### config.mk
export PLATFORM = sky130hd
export DESIGN_NAME = pipeline_ctrl
export DESIGN_NICKNAME = d
export VERILOG_FILES = /design/src/rtl/pipeline_ctrl.sv
export SDC_FILE = /design/constraint.sdc
export NUM_CORES = 1
export LEC_CHECK = 0
export ABC_AREA = 1
export CAP_MARGIN = 20
export CORE_MARGIN = 4
export CORE_UTILIZATION = 50
export CTS_CLUSTER_DIAMETER = 100
export DETAILED_ROUTE_END_ITERATION = 10
export PLACE_DENSITY = 0.82
export SYNTH_ARGS = -nofsm -noshare
export SYNTH_HDL_FRONTEND = slang
export SYNTH_SLANG_ARGS = --single-unit
export TNS_END_PERCENT = 1
### constraint.sdc
create_clock -name clk -period 4.2 [get_ports clk]
set_input_delay 0.63 -clock clk [delete_from_list [all_inputs] [get_ports clk]]
set_output_delay 0.63 -clock clk [all_outputs]
set_load 0.005 [all_outputs]
### src/rtl/pipeline_ctrl.sv
// Hazard, forwarding and flush controller for the 5-stage pipeline.
// Drives stall/bubble/flush/forward selects and keeps saturating perf counters.
module pipeline_ctrl #(
    parameter int REG_BITS     = 5,
    parameter int FWD_WB       = 1,
    parameter int LOAD_LAT     = 1,
    parameter int FLUSH_CYCLES = 1,
    parameter int CNT_W        = 32
) (
    input  logic                clk,
    input  logic                reset,
    input  logic                run,
    input  logic                id_valid,
    input  logic [REG_BITS-1:0] id_rs1,
    input  logic [REG_BITS-1:0] id_rs2,
    input  logic                id_rs1_used,
    input  logic                id_rs2_used,
    input  logic                ex_valid,
    input  logic [REG_BITS-1:0] ex_rd,
    input  logic                ex_reg_we,
    input  logic                ex_mem_re,
    input  logic                mem_valid,
    input  logic [REG_BITS-1:0] mem_rd,
    input  logic                mem_reg_we,
    input  logic                wb_valid,
    input  logic [REG_BITS-1:0] wb_rd,
    input  logic                wb_reg_we,
    input  logic                jump,
    input  logic                perf_clr,
    output logic [1:0]          fwd_a_src,
    output logic [1:0]          fwd_b_src,
    output logic                if_stall,
    output logic                id_stall,
    output logic                ex_bubble,
    output logic                flush_if,
    output logic                flush_id,
    output logic                busy,
    output logic [CNT_W-1:0]    perf_cycles,
    output logic [CNT_W-1:0]    perf_stalls,
    output logic [CNT_W-1:0]    perf_flushes,
    output logic [CNT_W-1:0]    perf_retired
);

    typedef enum logic [1:0] {
        S_RUN,
        S_LDSTALL,
        S_FLUSH
    } state_t;

    localparam logic [2:0] LD_INIT = 3'(LOAD_LAT - 1);
    localparam logic [2:0] FL_INIT = 3'(FLUSH_CYCLES - 1);

    state_t state_q, state_d;
    logic [2:0] cnt_q, cnt_d;

    logic [CNT_W-1:0] cyc_q, cyc_d;
    logic [CNT_W-1:0] stl_q, stl_d;
    logic [CNT_W-1:0] fls_q, fls_d;
    logic [CNT_W-1:0] ret_q, ret_d;

    logic ex_a, mem_a, wb_a;
    logic ex_b, mem_b, wb_b;
    logic loaduse, redirect;
    logic ld_cyc, flush_evt;

    function automatic logic hit(
        input logic                v,
        input logic                we,
        input logic [REG_BITS-1:0] rd,
        input logic [REG_BITS-1:0] rs,
        input logic                used
    );
        return v & we & (rd != '0) & (rd == rs) & used;
    endfunction

    function automatic logic [1:0] sel(
        input logic e,
        input logic m,
        input logic w
    );
        if (e)
            return 2'd1;
        if (m)
            return 2'd2;
        if (FWD_WB != 0 && w)
            return 2'd3;
        return 2'd0;
    endfunction

    function automatic logic [CNT_W-1:0] bump(
        input logic [CNT_W-1:0] v,
        input logic             en,
        input logic             clr
    );
        if (clr)
            return '0;
        if (en && v != '1)
            return v + 1'b1;
        return v;
    endfunction

    always_comb begin
        ex_a  = hit(ex_valid, ex_reg_we, ex_rd, id_rs1, id_rs1_used);
        mem_a = hit(mem_valid, mem_reg_we, mem_rd, id_rs1, id_rs1_used);
        wb_a  = hit(wb_valid, wb_reg_we, wb_rd, id_rs1, id_rs1_used);
        ex_b  = hit(ex_valid, ex_reg_we, ex_rd, id_rs2, id_rs2_used);
        mem_b = hit(mem_valid, mem_reg_we, mem_rd, id_rs2, id_rs2_used);
        wb_b  = hit(wb_valid, wb_reg_we, wb_rd, id_rs2, id_rs2_used);
        fwd_a_src = sel(ex_a, mem_a, wb_a);
        fwd_b_src = sel(ex_b, mem_b, wb_b);
    end

    assign loaduse  = run & id_valid & ex_mem_re & (ex_a | ex_b);
    assign redirect = run & jump;

    always_comb begin
        state_d   = state_q;
        cnt_d     = cnt_q;
        if_stall  = 1'b0;
        id_stall  = 1'b0;
        ex_bubble = 1'b0;
        flush_if  = 1'b0;
        flush_id  = 1'b0;
        ld_cyc    = 1'b0;
        flush_evt = 1'b0;
        if (!run) begin
            if_stall = 1'b1;
            id_stall = 1'b1;
        end else if (redirect) begin
            // a redirect overrides any pending load stall or flush
            flush_if  = 1'b1;
            flush_id  = 1'b1;
            flush_evt = 1'b1;
            if (FLUSH_CYCLES > 1) begin
                state_d = S_FLUSH;
                cnt_d   = FL_INIT;
            end else begin
                state_d = S_RUN;
                cnt_d   = '0;
            end
        end else begin
            unique case (state_q)
                S_LDSTALL: begin
                    if_stall  = 1'b1;
                    id_stall  = 1'b1;
                    ex_bubble = 1'b1;
                    ld_cyc    = 1'b1;
                    cnt_d     = cnt_q - 3'd1;
                    if (cnt_q == 3'd1)
                        state_d = S_RUN;
                end
                S_FLUSH: begin
                    flush_if = 1'b1;
                    cnt_d    = cnt_q - 3'd1;
                    if (cnt_q == 3'd1)
                        state_d = S_RUN;
                end
                default: begin
                    if (loaduse) begin
                        if_stall  = 1'b1;
                        id_stall  = 1'b1;
                        ex_bubble = 1'b1;
                        ld_cyc    = 1'b1;
                        if (LOAD_LAT > 1) begin
                            state_d = S_LDSTALL;
                            cnt_d   = LD_INIT;
                        end
                    end
                end
            endcase
        end
        if (reset) begin
            if_stall  = 1'b0;
            id_stall  = 1'b0;
            ex_bubble = 1'b0;
            flush_if  = 1'b0;
            flush_id  = 1'b0;
            ld_cyc    = 1'b0;
            flush_evt = 1'b0;
        end
    end

    always_comb begin
        cyc_d = bump(cyc_q, run, perf_clr);
        stl_d = bump(stl_q, ld_cyc, perf_clr);
        fls_d = bump(fls_q, flush_evt, perf_clr);
        ret_d = bump(ret_q, run & wb_valid, perf_clr);
    end

    always_ff @(posedge clk) begin
        if (reset) begin
            state_q <= S_RUN;
            cnt_q   <= '0;
            cyc_q   <= '0;
            stl_q   <= '0;
            fls_q   <= '0;
            ret_q   <= '0;
        end else begin
            state_q <= state_d;
            cnt_q   <= cnt_d;
            cyc_q   <= cyc_d;
            stl_q   <= stl_d;
            fls_q   <= fls_d;
            ret_q   <= ret_d;
        end
    end

    assign busy         = (state_q != S_RUN);
    assign perf_cycles  = cyc_q;
    assign perf_stalls  = stl_q;
    assign perf_flushes = fls_q;
    assign perf_retired = ret_q;

endmodule

==> metrics.md, run 1 <==
| Metric | Value |
|---|---|
| Post-CTS Setup Inserts | `0` |
| Mapped Cells | `about 1,300` |
| Netlist cell types | `44` |
| RSZ-0062 raised after global routing | `no` |
| Period utilization | `83.6%` |
| FP Rows | `45` |
| CORE AREA | `0.0154 sq mm` |
| Slew headroom | `about three fifths` |
| Congestion Overflow GR | `0` |
| Ys async rst share | `0%` |
| PwrDens | `281 mW/mm^2` |
| Hold WC Path Type | `reg -> reg` |
| Vias in the first global route | `7,973` |
| Clock Skews | `around 0.008 ns` |
| Drt via density | `5.26` |
| Fin crit period | `3.51 ns` |
| Initial DRC Count | `780` |
| Routability cong. | `0.918` |
| DP Wirelength | `16,900 um` |
| Placed Cells | `1,660` |
| CTS clk-pin slew, worst paths | `0.06 ns` |
| CP required | `3.57 ns` |
| Clock sinks | `128` |
| Die height | `about 130 um` |
| Mapped cell area | `0.00792 sq mm` |
| Top FF cell, synth | `dfxtp_1` |
| # IOs | `178` |
| Die width | `134 um` |
| Clock latency at the later pin of the worst-skew pair | `about 0.42 ns` |
| Gates resized, CTS repair | `0` |
| First-pass GRT wire length | `37,200 um` |
| Max_cap viols | `0` |
| Initial antenna violation count | `0` |
| Worst-Margin Slew | `0.616 ns` |
| Fmax | `about 0.28 GHz` |
| Critical Path AT | `between 2 and 3 ns` |
| Vias | `8,894` |
| Filler instances | `1,377` |
| Avg Cell Area, Syn | `between 6 and 7 sq um` |
| Count of buffers from port buffering | `176` |
| Gr usage total | `24.8%` |
| Mapped Nets | `between 1,000 and 1,500` |
| Die ar. | `0.0179 sq mm` |
| First-pass iteration count of the detailed router | `6` |
| Post-synth EDFFs | `0` |
| Total wire length | `about 23,000 um` |
| # hold bufs at CTS | `0` |
| Pleak | `roughly 0.0039 uW` |
| CTS tree | `done` |
| Initial Utilization | `51.5%` |
| CP endpoint kind | `primary output` |
| Pin count of the biggest net entering global routing | `62` |
| Status | `completed` |
| Layout Nets | `1,512` |
| Clk buf depth | `2` |
| Yosys Warn Count | `0` |
| Final setup violation count | `0` |
| Area grow syn2layout | `31.3%` |
| Max Slew Vio Count | `0` |
| Crit start category | `primary input` |
| Final cell count without fillers | `1,692` |
| Avg WL per Cell | `13.5 um` |
| Yosys reg bits | `128` |
| Post-route DRC violation count | `0` |
| Share of layout cells above drive strength 1 | `5.60%` |
| CP Class | `in -> out` |
| H-tree levels | `4` |
| Post-Route Utilization | `67.6%` |
| Root Driver | `clkbuf_16` |
| Max IR drop VDD | `0.293 mV` |
| Register area share after synthesis | `32.4%` |
| Hold Vio Cnt, Final | `0` |
| Antenna-violating nets left | `0` |
| Setup TNS Final | `0 ns` |
| Num CTS Buffers | `17` |
| Maximum fanout along the worst path | `9` |
| Ant diodes | `0` |
per-layer routing:
layer  global-route usage [%]  vias to the layer above  part of all wire [%]
met4                     8.17                        0                   2.3
met2                     41.6                      337                    47
li1                         -                     4490                     -
met1                     32.2                     4017                    44
met5                        0                        -                     0
met3                     4.88                       50                   6.5
report_power, final:
part | internal [uW] | switching (uW)
registers | 1220 | 1.89
clock network | 977 | 554
logic | 68.7 | 97.8
total | 2260 | 654
final cells by class:
| type | count | area (sq um) | share of cell area (%) |
|---|---|---|---|
| Sequential cell | 128 | 2560 | 24.6 |
| Clock inverter | 10 | 134 | 1.29 |
| Timing Repair Buffer | 180 | 1790 | 17.2 |
| Clock buffer | 22 | 474 | 4.56 |
| Multi-Input combinational cell | 955 | 4470 | 43.0 |
| Inverter | 186 | 698 | 6.72 |
| Tap cell | 211 | 264 | 2.54 |
synthesized netlist by cell type, types with 5 or more instances:
master,instances,area (sq um)
nand3_2,5,50.1
o21ai_1,7,35.0
nand3_1,72,360
xor2_1,12,105
nand3b_1,5,37.5
buf_4,7,52.6
o21ai_0,44,220
nor4_1,8,50.1
clkbuf_1,12,45.0
nor2_1,240,901
inv_1,180,676
buf_6,6,67.6
nor2_2,17,106
inv_2,6,22.5
nand2_1,332,1250
buf_2,5,25.0
xnor2_1,6,52.6
dfxtp_1,128,2560
a21oi_1,67,335
nor3_1,48,240
nor3_2,6,60.1
nand4_1,50,313
cells in the final DEF (no fill, tap or decap), types with 4 or more instances in the layout:
master,count
a21oi_1,67
nor2_2,17
clkbuf_16,17
dfxtp_1,128
nor3_1,48
inv_2,6
o21ai_1,7
clkinv_2,4
nand3_1,72
nor4_1,8
nand4_1,50
nor2_1,239
nor3_2,6
nand3_2,5
xor2_1,12
inv_1,180
clkdlybuf4s50_1,176
xnor2_1,6
nand3b_1,5
o21ai_0,44
ha_1,4
buf_4,4
nand2_1,332
worst max-delay path: stages:
cell and delay, ns:
clkdlybuf4s50_1 0.57, inv_1 0.08, nand2_1 0.08, nand3_1 0.08, nor2_1 0.16, nand3_2 0.19
a21boi_4 0.34, o21bai_1 0.20, clkdlybuf4s50_1 0.54
registers in the layout, indices dropped and copies added (netlist names):
| name | count |
|---|---|
| perf_cycles | 32 |
| perf_retired | 32 |
| perf_stalls | 32 |
| perf_flushes | 32 |
cell families (layout without fill, tap and decap cells):
family	after synthesis	after routing	share of synthesized area, %
xor gates and xnor gates	18	18	1.99
AOI/OAI and AO/OA	131	131	8.82
and+or+nand+nor	801	801	44.9
buffers and inverters	217	398	11.3
adders and majority gates	4	4	0.632
DFF	128	128	32.4
other	1	1	0.0474
per-stage QoR:
stage | area [sq um] | power [uW] | hold slack (ns) | setup WS, ns
global placement | 9790 | 1410 | 0.467 | 0.781
floorplan | 7920 | 1330 | 0.462 | 1.87
global route | 10400 | 3000 | 0.516 | 0.573
detailed placement | 9790 | 1410 | 0.478 | 0.748
finish | 10400 | 2920 | 0.496 | 0.690
CTS | 10400 | 2930 | 0.493 | 0.742
final timing paths:
kind | to | from | depth (start not counted) | slack (ns)
setup reg to reg | perf_stalls[27]$_SDFFE_PP0P_ | perf_stalls[0]$_SDFFE_PP0P_ | 10 | 1.85
hold / removal | perf_retired[17]$_SDFFE_PP0P_ | perf_retired[17]$_SDFFE_PP0P_ | 1 | 0.50
setup / recovery | id_stall | id_rs1[0] | 9 | 0.69
hold reg to reg | perf_retired[17]$_SDFFE_PP0P_ | perf_retired[17]$_SDFFE_PP0P_ | 1 | 0.50
(Power assumes the default switching activity.)
==> run 2: changes to the inputs <==
==> constraint.sdc (replaced) <==
create_clock -name clk -period 3.45 [get_ports clk]
set_input_delay 0.5175 -clock clk [delete_from_list [all_inputs] [get_ports clk]]
set_output_delay 0.5175 -clock clk [all_outputs]
set_load 0.005 [all_outputs]
==> run 2 against run 1 <==
  * Utilization is 0.43 points higher
  * Wire length shrank 0.39%
  * Hold slack lost 0.0050 ns
==> metrics.md, run 2 (synthesized netlist as in run 1, its figures left out) <==
| Metric | Value |
|---|---|
| Status | `completed` |
| CP required | `2.93 ns (-0.64 ns)` |
| Clock sinks | `128 (unchanged)` |
| Area occupied by multi-input gates | `0.00447 sq mm (unchanged)` |
| # hold bufs at CTS | `0 (unchanged)` |
| CP cell instances | `clkdlybuf4s50_1, inv_1, nand2_1, nand3_1, nor2_1, nand3_2, a21boi_4, o21bai_1, clkdlybuf4s50_1` |
| Launching point of the worst reg2reg path | `perf_stalls[0]$_SDFFE_PP0P_` |
| Most frequent cells in the layout | `332 x nand2_1, 239 x nor2_1, 180 x inv_1` |
| First-pass GRT wire length | `37,000 um (-0.70%)` |
| Placed Cells | `1,662 (+0.12%)` |
| Commonest non-fill, non-tap cell in the layout | `nand2_1` |
| CTS clk-pin slew, worst paths | `0.05 ns (about the same)` |
| Vias in the first global route | `7,894 (-0.99%)` |
| Layout Nets | `1,514 (+0.13%)` |
| Most Used Layer, Global Route | `met2` |
| Num CTS Buffers | `17 (unchanged)` |
| # IOs | `178 (unchanged)` |
| Max_cap viols | `0 (unchanged)` |
| PwrDens | `351 mW/mm^2 (+25%)` |
| CORE AREA | `0.0154 sq mm (unchanged)` |
| Vias | `8,857 (-0.42%)` |
| Total wire length | `22,800 um (-0.39%)` |
| Post-CTS Setup Inserts | `0 (unchanged)` |
| Congestion Overflow GR | `0 (unchanged)` |
| Initial DRC Count | `638 (-18%)` |
| Fin crit period | `between 3 and 4 ns` |
| Max incr delay on CP | `0.55 ns (-0.02 ns)` |
| Hold Vio Cnt, Final | `0 (unchanged)` |
| DP Wirelength | `17,000 um (+0.21%)` |
| Post-route DRC violation count | `0 (unchanged)` |
| Fmax | `0.325 GHz` |
| Hold WC Path Type | `reg -> reg` |
| Share of layout cells above drive strength 1 | `5.66% (+0.060 points)` |
| Max IR drop VDD | `0.393 mV (+34%)` |
| Clock Skews | `0.0111 ns (+0.00320 ns)` |
| CP top delay family | `buffers and inverters` |
| Initial Utilization | `51.5% (unchanged)` |
| Area grow syn2layout | `32.1%` |
| Register area | `0.00256 sq mm (unchanged)` |
| RSZ-0062 raised after global routing | `no` |
| Final setup violation count | `0 (unchanged)` |
| Gates resized, CTS repair | `0 (unchanged)` |
| Met2 Use GR | `42.2% (+0.65 points)` |
| Count of buffers from port buffering | `176 (unchanged)` |
| Ant diodes | `0 (unchanged)` |
| Worst path most repeated cell | `clkdlybuf4s50_1` |
| Clk buf depth | `2 (unchanged)` |
| Root Driver | `clkbuf_16` |
| Max Slew Vio Count | `0 (unchanged)` |
| Placement Cell Area | `0.00982 sq mm (+0.28%)` |
| Die width | `134 um (unchanged)` |
| CP Class | `in -> out` |
| Crit start category | `primary input` |
| Critical Path AT | `2.56 ns (-0.32 ns)` |
| CTS tree | `done` |
| Initial antenna violation count | `0 (unchanged)` |
| Slowest library cell on the worst path | `clkdlybuf4s50_1` |
| Finished Cell Area | `0.0105 sq mm (+0.64%)` |
| Met1 GRT Util | `31.2% (-0.93 points)` |
| Period utilization | `89.2%` |
| CP endpoint kind | `primary output` |
| Hold WS | `0.491 ns (-0.00501 ns)` |
| Avg WL per Cell | `13.5 um (-0.51%)` |
| Filler instances | `1,358 (-1.4%)` |
| First-pass iteration count of the detailed router | `5 (-1)` |
| Pleak | `0.00395 uW (+0.62%)` |
| CP Buf/Inv Count | `3 (unchanged)` |
| Setup crit start | `id_rs1[1]` |
| Die ar. | `0.0179 sq mm (unchanged)` |
| Antenna-violating nets left | `0 (unchanged)` |
| Die height | `134 um (unchanged)` |
| FP Rows | `45 (unchanged)` |
| Maximum fanout along the worst path | `4 (-5)` |
| Met3 Resource Use GR | `4.61% (-0.26 points)` |
| Post-Route Utilization | `68.1% (+0.43 points)` |
| Clock latency at the later pin of the worst-skew pair | `0.43 ns (about the same)` |
| H-tree levels | `4 (unchanged)` |
| Gr usage total | `24.8% (-0.050 points)` |
| Routability cong. | `0.917 (about the same)` |
| HP Start | `perf_flushes[22]$_SDFFE_PP0P_` |
| Drt via density | `5.23 (-0.53%)` |
| Final cell count without fillers | `1,694 (+0.12%)` |
| Setup TNS Final | `0 ns (unchanged)` |
| Pin count of the biggest net entering global routing | `73 (+18%)` |
[run 2: path summary, 6_finish.rpt]
check,to,slack (ns),cells past startpoint
worst max register to register,perf_stalls[30]$_SDFFE_PP0P_,1.10,10
worst min-delay path,perf_flushes[22]$_SDFFE_PP0P_,0.49,1
worst min register to register,perf_flushes[22]$_SDFFE_PP0P_,0.49,1
worst max-delay path,id_stall,0.37,9
[run 2: metal layers]
metal  share of wire, %  up-vias
met3                6.1       52
met4                2.3        0
met2                 49      317
met5                  0        -
met1                 43     3991
li1                   -     4497
[run 2: cell type report]
| class | instances | area share, % |
|---|---|---|
| Clock buffer | 22 | 4.44 |
| Multi-Input combinational cell | 955 | 42.7 |
| Clock inverter | 10 | 1.75 |
| Timing Repair Buffer | 182 | 17.4 |
| Inverter | 186 | 6.67 |
| Sequential cell | 128 | 24.5 |
| Tap cell | 211 | 2.52 |
[run 2: power by group]
| part | internal (uW) | switching [uW] |
|---|---|---|
| clock | 1320 | 669 |
| sequential | 1480 | 2.36 |
| combinational | 86.1 | 118 |
| total | 2880 | 789 |
[run 2: worst register-to-register path: stages (launching register included)]
cell,delay [ns]
dfxtp_1,0.41
ha_1,0.22
nand2_1,0.12
nor2_2,0.19
nand3_2,0.17
nor2_4,0.17
nand4_4,0.39
nand3_2,0.35
nor2_1,0.07
nor2_1,0.10
nor2_1,0.05
[run 2: per-stage QoR]
stage	power, uW	setup WS (ns)
after floorplan	1620	1.34
after global placement	1720	0.400
after detailed placement	1720	0.372
after CTS	3690	0.366
after global routing	3780	0.191
final	3670	0.373
